### src/rtl/sd_sector_server.sv
// rtl/sd_sector_server.sv - serves 512-byte sector reads/writes for four drive images stored on an SD card
// Arbitrates per-drive requests, maps them to absolute LBAs and streams bytes between the SD core and the requester buffer.
module sd_sector_server #(
    parameter logic [31:0] IMG_BASE    = 32'd0,
    parameter logic [31:0] IMG_SECTORS = 32'd1600,
    parameter int          TMO_W       = 24
) (
    input  logic        pin_25mhz_ck,
    input  logic        rst_n_i,
    input  logic [3:0]  rstart,
    input  logic [3:0]  wstart,
    input  logic [31:0] rsector,
    output logic        rbusy,
    output logic        rdone,
    output logic        rerr,
    output logic        outen,
    output logic [8:0]  outaddr,
    output logic [7:0]  inbyte,
    input  logic [7:0]  outbyte,
    output logic        sd_rd,
    output logic        sd_wr,
    output logic [31:0] sd_lba,
    input  logic        sd_busy,
    input  logic        sd_rd_valid,
    input  logic [7:0]  sd_rd_byte,
    input  logic        sd_wr_req,
    input  logic        sd_err,
    output logic [7:0]  sd_wr_byte
);

    localparam logic [2:0] S_IDLE    = 3'd0;
    localparam logic [2:0] S_ISSUE   = 3'd1;
    localparam logic [2:0] S_RD_XFER = 3'd2;
    localparam logic [2:0] S_WR_PRE  = 3'd3;
    localparam logic [2:0] S_WR_XFER = 3'd4;
    localparam logic [2:0] S_DONE    = 3'd5;

    localparam logic [9:0]       FULL     = 10'd512;
    localparam logic [TMO_W-1:0] TMO_MAX  = '1;
    localparam logic [TMO_W-1:0] TMO_ONE  = {{(TMO_W-1){1'b0}}, 1'b1};

    logic [2:0]       state_q, state_d;
    logic             dir_q, dir_d;
    logic [9:0]       count_q, count_d;
    logic             seen_busy_q, seen_busy_d;
    logic             err_seen_q, err_seen_d;
    logic [TMO_W-1:0] tmo_q, tmo_d;
    logic             pre_q, pre_d;
    logic [1:0]       fetch_q, fetch_d;
    logic             rbusy_q, rbusy_d;
    logic             rdone_q, rdone_d;
    logic             rerr_q, rerr_d;
    logic             outen_q, outen_d;
    logic [8:0]       outaddr_q, outaddr_d;
    logic [7:0]       inbyte_q, inbyte_d;
    logic             sd_rd_q, sd_rd_d;
    logic             sd_wr_q, sd_wr_d;
    logic [31:0]      sd_lba_q, sd_lba_d;
    logic [7:0]       sd_wr_byte_q, sd_wr_byte_d;

    logic [3:0]  req_any;
    logic [1:0]  sel;
    logic        sel_wr;
    logic [31:0] lba_calc;

    assign req_any = rstart | wstart;

    // Lowest drive index wins; within a drive a write beats a read.
    always_comb begin
        sel    = 2'd0;
        sel_wr = 1'b0;
        for (int i = 3; i >= 0; i--) begin
            if (req_any[i]) begin
                sel    = 2'(i);
                sel_wr = wstart[i];
            end
        end
    end

    assign lba_calc = IMG_BASE + (32'(sel) * IMG_SECTORS) + rsector;

    always_comb begin
        state_d      = state_q;
        dir_d        = dir_q;
        count_d      = count_q;
        seen_busy_d  = seen_busy_q;
        err_seen_d   = err_seen_q;
        tmo_d        = tmo_q;
        pre_d        = pre_q;
        fetch_d      = {fetch_q[0], 1'b0};
        rbusy_d      = rbusy_q;
        rdone_d      = 1'b0;
        rerr_d       = rerr_q;
        outen_d      = 1'b0;
        outaddr_d    = outaddr_q;
        inbyte_d     = inbyte_q;
        sd_rd_d      = 1'b0;
        sd_wr_d      = 1'b0;
        sd_lba_d     = sd_lba_q;
        sd_wr_byte_d = sd_wr_byte_q;

        case (state_q)
            S_IDLE: begin
                // Holding off while rdone is high spaces re-accepts two cycles after completion.
                if ((|req_any) && !rdone_q) begin
                    dir_d       = sel_wr;
                    sd_lba_d    = lba_calc;
                    rbusy_d     = 1'b1;
                    rerr_d      = 1'b0;
                    count_d     = 10'd0;
                    seen_busy_d = 1'b0;
                    err_seen_d  = 1'b0;
                    tmo_d       = '0;
                    if (rsector >= IMG_SECTORS) begin
                        rerr_d  = 1'b1;
                        state_d = S_DONE;
                    end else begin
                        state_d = S_ISSUE;
                    end
                end
            end

            S_ISSUE: begin
                tmo_d = tmo_q + TMO_ONE;
                if (tmo_q == TMO_MAX) begin
                    rerr_d  = 1'b1;
                    state_d = S_DONE;
                end else if (!sd_busy) begin
                    tmo_d = '0;
                    if (dir_q) begin
                        outaddr_d = 9'd0;
                        pre_d     = 1'b0;
                        state_d   = S_WR_PRE;
                    end else begin
                        sd_rd_d = 1'b1;
                        state_d = S_RD_XFER;
                    end
                end
            end

            S_RD_XFER: begin
                if (sd_busy) seen_busy_d = 1'b1;
                if (sd_err) err_seen_d = 1'b1;
                tmo_d = tmo_q + TMO_ONE;
                if (sd_rd_valid) begin
                    tmo_d = '0;
                    if (count_q != FULL) begin
                        outen_d   = 1'b1;
                        outaddr_d = count_q[8:0];
                        inbyte_d  = sd_rd_byte;
                        count_d   = count_q + 10'd1;
                    end
                end else if (tmo_q == TMO_MAX) begin
                    rerr_d  = 1'b1;
                    state_d = S_DONE;
                end else if (seen_busy_q && !sd_busy) begin
                    rerr_d  = (count_q != FULL) || err_seen_q || sd_err;
                    state_d = S_DONE;
                end
            end

            S_WR_PRE: begin
                // First cycle presents address 0; the buffer answers one cycle later.
                if (!pre_q) begin
                    pre_d = 1'b1;
                end else begin
                    sd_wr_byte_d = outbyte;
                    sd_wr_d      = 1'b1;
                    count_d      = 10'd0;
                    seen_busy_d  = 1'b0;
                    tmo_d        = '0;
                    state_d      = S_WR_XFER;
                end
            end

            S_WR_XFER: begin
                if (sd_busy) seen_busy_d = 1'b1;
                if (sd_err) err_seen_d = 1'b1;
                tmo_d = tmo_q + TMO_ONE;
                if (fetch_q[1]) sd_wr_byte_d = outbyte;
                if (sd_wr_req) begin
                    tmo_d = '0;
                    if (count_q != FULL) count_d = count_q + 10'd1;
                    if (count_q >= 10'd511) begin
                        sd_wr_byte_d = 8'h00;
                    end else begin
                        outaddr_d  = count_q[8:0] + 9'd1;
                        fetch_d[0] = 1'b1;
                    end
                end else if (tmo_q == TMO_MAX) begin
                    rerr_d  = 1'b1;
                    state_d = S_DONE;
                end else if (seen_busy_q && !sd_busy) begin
                    rerr_d  = (count_q != FULL) || err_seen_q || sd_err;
                    state_d = S_DONE;
                end
            end

            S_DONE: begin
                rdone_d = 1'b1;
                rbusy_d = 1'b0;
                state_d = S_IDLE;
            end

            default: state_d = S_IDLE;
        endcase
    end

    always_ff @(posedge pin_25mhz_ck or negedge rst_n_i) begin
        if (!rst_n_i) begin
            state_q      <= S_IDLE;
            dir_q        <= 1'b0;
            count_q      <= 10'd0;
            seen_busy_q  <= 1'b0;
            err_seen_q   <= 1'b0;
            tmo_q        <= '0;
            pre_q        <= 1'b0;
            fetch_q      <= 2'b00;
            rbusy_q      <= 1'b0;
            rdone_q      <= 1'b0;
            rerr_q       <= 1'b0;
            outen_q      <= 1'b0;
            outaddr_q    <= 9'd0;
            inbyte_q     <= 8'd0;
            sd_rd_q      <= 1'b0;
            sd_wr_q      <= 1'b0;
            sd_lba_q     <= 32'd0;
            sd_wr_byte_q <= 8'd0;
        end else begin
            state_q      <= state_d;
            dir_q        <= dir_d;
            count_q      <= count_d;
            seen_busy_q  <= seen_busy_d;
            err_seen_q   <= err_seen_d;
            tmo_q        <= tmo_d;
            pre_q        <= pre_d;
            fetch_q      <= fetch_d;
            rbusy_q      <= rbusy_d;
            rdone_q      <= rdone_d;
            rerr_q       <= rerr_d;
            outen_q      <= outen_d;
            outaddr_q    <= outaddr_d;
            inbyte_q     <= inbyte_d;
            sd_rd_q      <= sd_rd_d;
            sd_wr_q      <= sd_wr_d;
            sd_lba_q     <= sd_lba_d;
            sd_wr_byte_q <= sd_wr_byte_d;
        end
    end

    assign rbusy      = rbusy_q;
    assign rdone      = rdone_q;
    assign rerr       = rerr_q;
    assign outen      = outen_q;
    assign outaddr    = outaddr_q;
    assign inbyte     = inbyte_q;
    assign sd_rd      = sd_rd_q;
    assign sd_wr      = sd_wr_q;
    assign sd_lba     = sd_lba_q;
    assign sd_wr_byte = sd_wr_byte_q;

endmodule

### config.mk
export PLATFORM = sky130hd
export DESIGN_NAME = sd_sector_server
export DESIGN_NICKNAME = d
export VERILOG_FILES = /design/src/rtl/sd_sector_server.sv
export SDC_FILE = /design/constraint.sdc
export NUM_CORES = 1
export LEC_CHECK = 0
export CAP_MARGIN = 20
export CORE_MARGIN = 4
export CORE_UTILIZATION = 30
export CTS_BUF_LIST = sky130_fd_sc_hd__clkbuf_4
export CTS_CLUSTER_DIAMETER = 50
export CTS_CLUSTER_SIZE = 12
export DETAILED_ROUTE_END_ITERATION = 12
export DONT_BUFFER_PORTS = 1
export PLACE_DENSITY = 0.55
export SYNTH_ARGS = -nofsm -noshare
export SYNTH_HDL_FRONTEND = slang
export SYNTH_SLANG_ARGS = --single-unit
### constraint.sdc
create_clock -name pin_25mhz_ck -period 2.4 [get_ports pin_25mhz_ck]
set_clock_uncertainty 0.1 [all_clocks]
set_input_delay 0.72 -clock pin_25mhz_ck [delete_from_list [all_inputs] [get_ports pin_25mhz_ck]]
set_output_delay 0.72 -clock pin_25mhz_ck [all_outputs]
set_load 0.01 [all_outputs]
Word-level counts from Yosys, hierarchy flattened
Cells that the tools add are included.
W data, S select, Z words.
{"block": "totals", "ff_bits": 106, "in_bits": 62}
{"block": "classes", "n_addsub": 4, "mul": 1, "n_lt_le_gt_ge": 2, "n_eq_ne": 22, "muxes": 78, "n_bitwise": 1, "n_reduce_logical": 30}
{"operator": "$mux W24", "count": 6}
{"operator": "$pmux W24 S5", "count": 1}
{"operator": "$mux W9", "count": 7}
{"operator": "$mux W10", "count": 5}
{"operator": "$pmux W10 S4", "count": 1}
{"operator": "$mux W1", "count": 33}
{"operator": "$add A13 B32 Y32", "count": 1}
{"operator": "$ge A32 B11 Y1 const B", "count": 1}
{"operator": "$mux W8", "count": 4}
{"operator": "$mux W3", "count": 9}
{"operator": "$pmux W9 S3", "count": 1}
{"operator": "$add A24 B1 Y24 const B", "count": 1}
{"operator": "$eq A24 B24 Y1 const B", "count": 1}
{"operator": "$ne A2 B2 Y1 const B", "count": 12}
{"operator": "$pmux W8 S2", "count": 1}
{"operator": "$pmux W3 S5", "count": 1}
{"operator": "$reduce_and A5 Y1", "count": 3}
{"operator": "$add A10 B1 Y10 const B", "count": 1}
{"operator": "$ge A10 B9 Y1 const B", "count": 1}
{"operator": "$ne A10 B10 Y1 const B", "count": 1}
{"operator": "$add A9 B1 Y9 const B", "count": 1}
{"operator": "$reduce_and A3 Y1", "count": 3}
{"operator": "$mux W2", "count": 4}
{"operator": "$reduce_and A4 Y1", "count": 2}
{"operator": "other kinds (22)", "count": 37}

Logic depth before layout (Yosys ltp)
{"block": "logic_depth", "depth_word": 7, "ltp_mapped": 14, "mapped_depth_nobuf": 13}

Worst setup path after synthesis
OpenSTA, ideal clock, no wires.
{"block": "synth_timing", "kind": "input port to flip-flop", "startpoint": "input port wstart[2]", "endpoint": "register sd_lba_q[25] (netlist: sd_lba[25])", "setup_time_ps": 125, "t_arrival_ps": 3203, "t_required_ps": 2175, "path_slack_ps": -1028, "path_stages": 11, "n_path_buf": 1, "cell_sequence": "o31ai_2 -> and2_1 -> clkbuf_1 -> inv_1 -> ha_1 -> ha_1 -> or2_2 -> a311oi_2 -> a21oi_1 -> xor2_1 -> mux2_2"}
{"block": "synth_between", "elab_chain_cells": 6, "word_cells_on_any_way": 9}
{"element": "from (decl)", "line": "11", "source": "input logic [3:0] wstart,"}
{"element": "$or A4 B4 Y4 (*)", "line": "66", "source": "assign req_any = rstart | wstart;"}
{"element": "$mux W2 (3 in series)", "line": "73", "source": "if (req_any[i]) begin"}
{"element": "$mul A2 B5 Y7", "line": "80", "source": "assign lba_calc = IMG_BASE + (32'(sel) * IMG_SECTORS) + rsector;"}
{"element": "$add A13 B32 Y32", "line": "80"}
{"element": "to (signal assigned)", "line": "246", "source": "sd_lba_q <= sd_lba_d;"}
{"element": "to (decl)", "line": "58", "source": "logic [31:0] sd_lba_q, sd_lba_d;"}
Every way passes the cells marked *; elsewhere a longest branch is shown, timed or not.
A chain may end at the register's enable or synchronous reset.

Worst setup path after layout
{"block": "layout_timing", "startpoint": "input port rstart[0]", "endpoint": "register sd_lba_q[16] (netlist: sd_lba[16])"}
{"block": "layout_between", "elab_chain_cells": 4, "word_cells_on_any_way": 7}
{"element": "from (decl)", "line": "10", "source": "input logic [3:0] rstart,"}
{"element": "$or A4 B4 Y4 (*)", "line": "66"}
{"element": "$mux W2 or $reduce_or A4 Y1 (tied branches)", "line": "73, 105"}
{"element": "$mul A2 B5 Y7 or $logic_and A1 B1 Y1 (tied branches)", "line": "80, 105"}
{"element": "$add A13 B32 Y32 or $reduce_and A2 Y1 (tied branches)"}
Marked as above.

==> metrics <==
Post-synth top flop=dfrtp_1; largest net degree at the start of global routing=107; min cycle time layout=2.58 ns; final net count=811; # rows=a little over 50; worst reg2reg endpoint=state_q[0]; CTS sink count=106; layout cells sized above 1=0.262; setup ws final=-0.176 ns; drt total wl=16300 um; status=finished, violations left; area grow syn2layout=25.8%; via count=5144; worst relative slew slack=0.626; dominant cell type by area after synthesis=dfrtp_1; r2r worst-path depth=7; CP endpoint kind=flip-flop; Finished Cell Area=7490 um2; most frequent CP cell=ha_4; Mapped Avg Cell Area=9.03 um2; Total GRT Usage=0.145; Synth Register Bits=~110; Hold Path Class=input pin to async pin; Worst VDD drop=0.322 mV; setup slack, reg-to-reg=0 ns; Slew Viols, Final=0; Seq/Total Area, Yosys=0.446; area post-placement=6920 um2; Peak Freq=approximately 390 MHz; hpwl dp=11800 um; number of synthesized flops with an enable pin=0; Starting Density=0.306; CORE AREA=19500 um2; H-tree levels=3; die extent in x=roughly 150 um; clk slew on worst S/H paths=0.17 ns; CP Cell Sequence=or4_4 -> nor2_4 -> ha_4 -> inv_4 -> ha_4 -> and2_4 -> a32o_2 -> a211oi_4 -> buf_12 -> nor2_2 -> xnor2_1 -> o21ai_1; initial antenna violation count=2; DRC viols=0; first-pass GRT wire length=about 26000 um; Clock Tree Root=clkbuf_4; Die H=149 um; Startpoint Class=input pin; smallest hold slack=-0.198 ns; synthesized area=just under 6000 um2; Vias/cell=5.09; WL/cell=16.1 um; period utilisation layout=1.07; die area=22200 um2; Synth top area share=0.446; Clock Path Buffers=2; drt pass-1 iters=4; post-route ant nets=0; Synth cell types=just under 70; io pins=125; CP max stage cell=or4_4; IO Port Bufs=0; RSZ-0062 raised after global routing=true; Final Wtd Congestion=0.828; total CTS buffers=9; worst slew pin tran=0.561 ns; Max stage delay on crit path=0.54 ns; failing checks=hold timing, setup timing; # setup viols final=21; syn_nets=731; post-route total power=7.20 mW; Leakage=3.19 nW; worst reg2reg startpoint=state_q[2]; initial DRC count=245; Yosys Warn Count=0; clk_lat worst skew=0.49 ns; largest cells by area after synthesis=dfrtp_1 45%, nand2_1 6.7%, o21ai_0 4.7%; Congestion Overflow GR=0; Util after Layout=0.385; Cell Count, Final, Fillers Out=1011; most frequent cells in the layout=105 x nand2_1, 105 x dfrtp_1, 90 x buf_4; vias in the first global route=between 5000 and 6000; crit path max fanout=8; Post-Synthesis Cells=~660; final hold viol count=106; worst path buffer plus inverter count=2; Worst Path Arrival=2.86 ns; DP Cell Count=977; crit-path leading delay family=simple AND/OR/NAND/NOR gates; Max Cap Violations=0; Power Dens Cells=961 nW/um2; Critical Setup Path Class=input pin to flip-flop; Req. time, crit path=about 2.7 ns; Async SR Flop Fraction=1.00; CTS tree=built; Crit path depth=12
## Yosys cell counts, drive strengths merged, types with 2 or more instances
cell / n
mux2i: 11
and2: 7
nor2: 63
o211ai: 3
mux2: 19
o22ai: 4
nand4: 11
a31oi: 10
a21o: 2
xor2: 8
xnor2: 24
ha: 10
nor3b: 2
inv: 11
nor4: 10
o21ai: 62
nand2: 106
and4: 6
nand2b: 4
or3b: 2
o22a: 2
a22o: 5
o31ai: 13
a211oi: 8
o21bai: 2
nor2b: 4
a21oi: 21
nand3: 23
buf: 9
and3: 20
o21a: 3
nor3: 16
nand3b: 2
dfrtp: 106
clkbuf: 24
or3: 6
or4: 4
a41oi: 2
## how the worst max path moves through the flow
stage	to	startpoint
2_1_floorplan	sd_lba[20]	rstart[2]
3_3_place_gp	sd_lba[20]	wstart[1]
3_5_place_dp	sd_lba[14]	wstart[1]
4_1_cts	sd_lba[14]	rstart[0]
5_1_grt	sd_lba[22]	rstart[0]
6_report	sd_lba[16]	rstart[0]
## sequential cells by signal, summed over array words and instances, names as in the netlist
register and flops:
sd_wr_byte 8, inbyte 8, outen 1, count_q 10, seen_busy_q 1, rdone 1
outaddr 9, pre_q 1, fetch_q 2, rerr 1, dir_q 1, rbusy 1
state_q 3, tmo_q 24, sd_lba 32, err_seen_q 1, sd_wr 1, sd_rd 1
## layer usage
layer,wire length (um),global-route usage,vias up
met5,0,0,-
met2,7590,0.230,122
met3,1190,0.0453,17
li1,-,-,2516
met4,253,0.0403,0
met1,7280,0.192,2489
## power breakdown
group          leakage (nW)  internal (mW)  switching, mW  total (mW)
sequential             1.37           2.33          0.672        3.00
combinational          1.74           1.53           1.61        3.14
clock                0.0799          0.422          0.633        1.06
total                  3.19           4.28           2.91        7.20
## worst reg2reg max path, cell delays in order (launching register included)
cell      delay, ns
dfrtp_1        0.53
nand2b_1       0.26
o22a_1         0.29
nor2_1         0.18
nor2_1         0.10
a2111o_1       0.45
or3_1          0.34
o211ai_1       0.10
## per-stage QoR
stage / hold WS (ns) / setup slack, ns / setup TNS, ns
2_1_floorplan: 0.231 / -0.924 / -15.98
3_3_place_gp: 0.235 / -0.833 / -18.14
3_5_place_dp: 0.237 / -0.857 / -18.91
4_1_cts: -0.248 / -0.154 / -1.57
5_1_grt: -0.258 / -0.226 / -4.03
6_report: -0.198 / -0.176 / -2.52
## timing repair
item,CTS,global route
pin swaps,20,22
gates cloned,0,1
resized for setup,24,34
endpoints found under the setup margin,22,40
endpoints found under the hold margin,106,106
buffers inserted,5,14
## final cells by class
cell class	count	area, um2
fillers	1960	12000
clock inverters	6	91.3
well taps	265	332
flip-flops and latches	106	2650
diodes	3	7.51
repair buffers	102	868
inverters	11	43.8
multi-input cells	509	3420
clock buffers	9	67.6
## logic make-up (layout without fill, tap and decap cells)
group           after synthesis  after routing  synth area share
mux                          30             30            0.0544
buf+inv                      44            128            0.0328
xor+xnor                     32             32            0.0471
compound gates              147            147             0.164
simple gates                289            289             0.234
flops                       106            106             0.446
other cells                   0              3                 0
fa+ha+maj                    11             11            0.0227
Note: power is estimated with default switching activity, not from simulation.
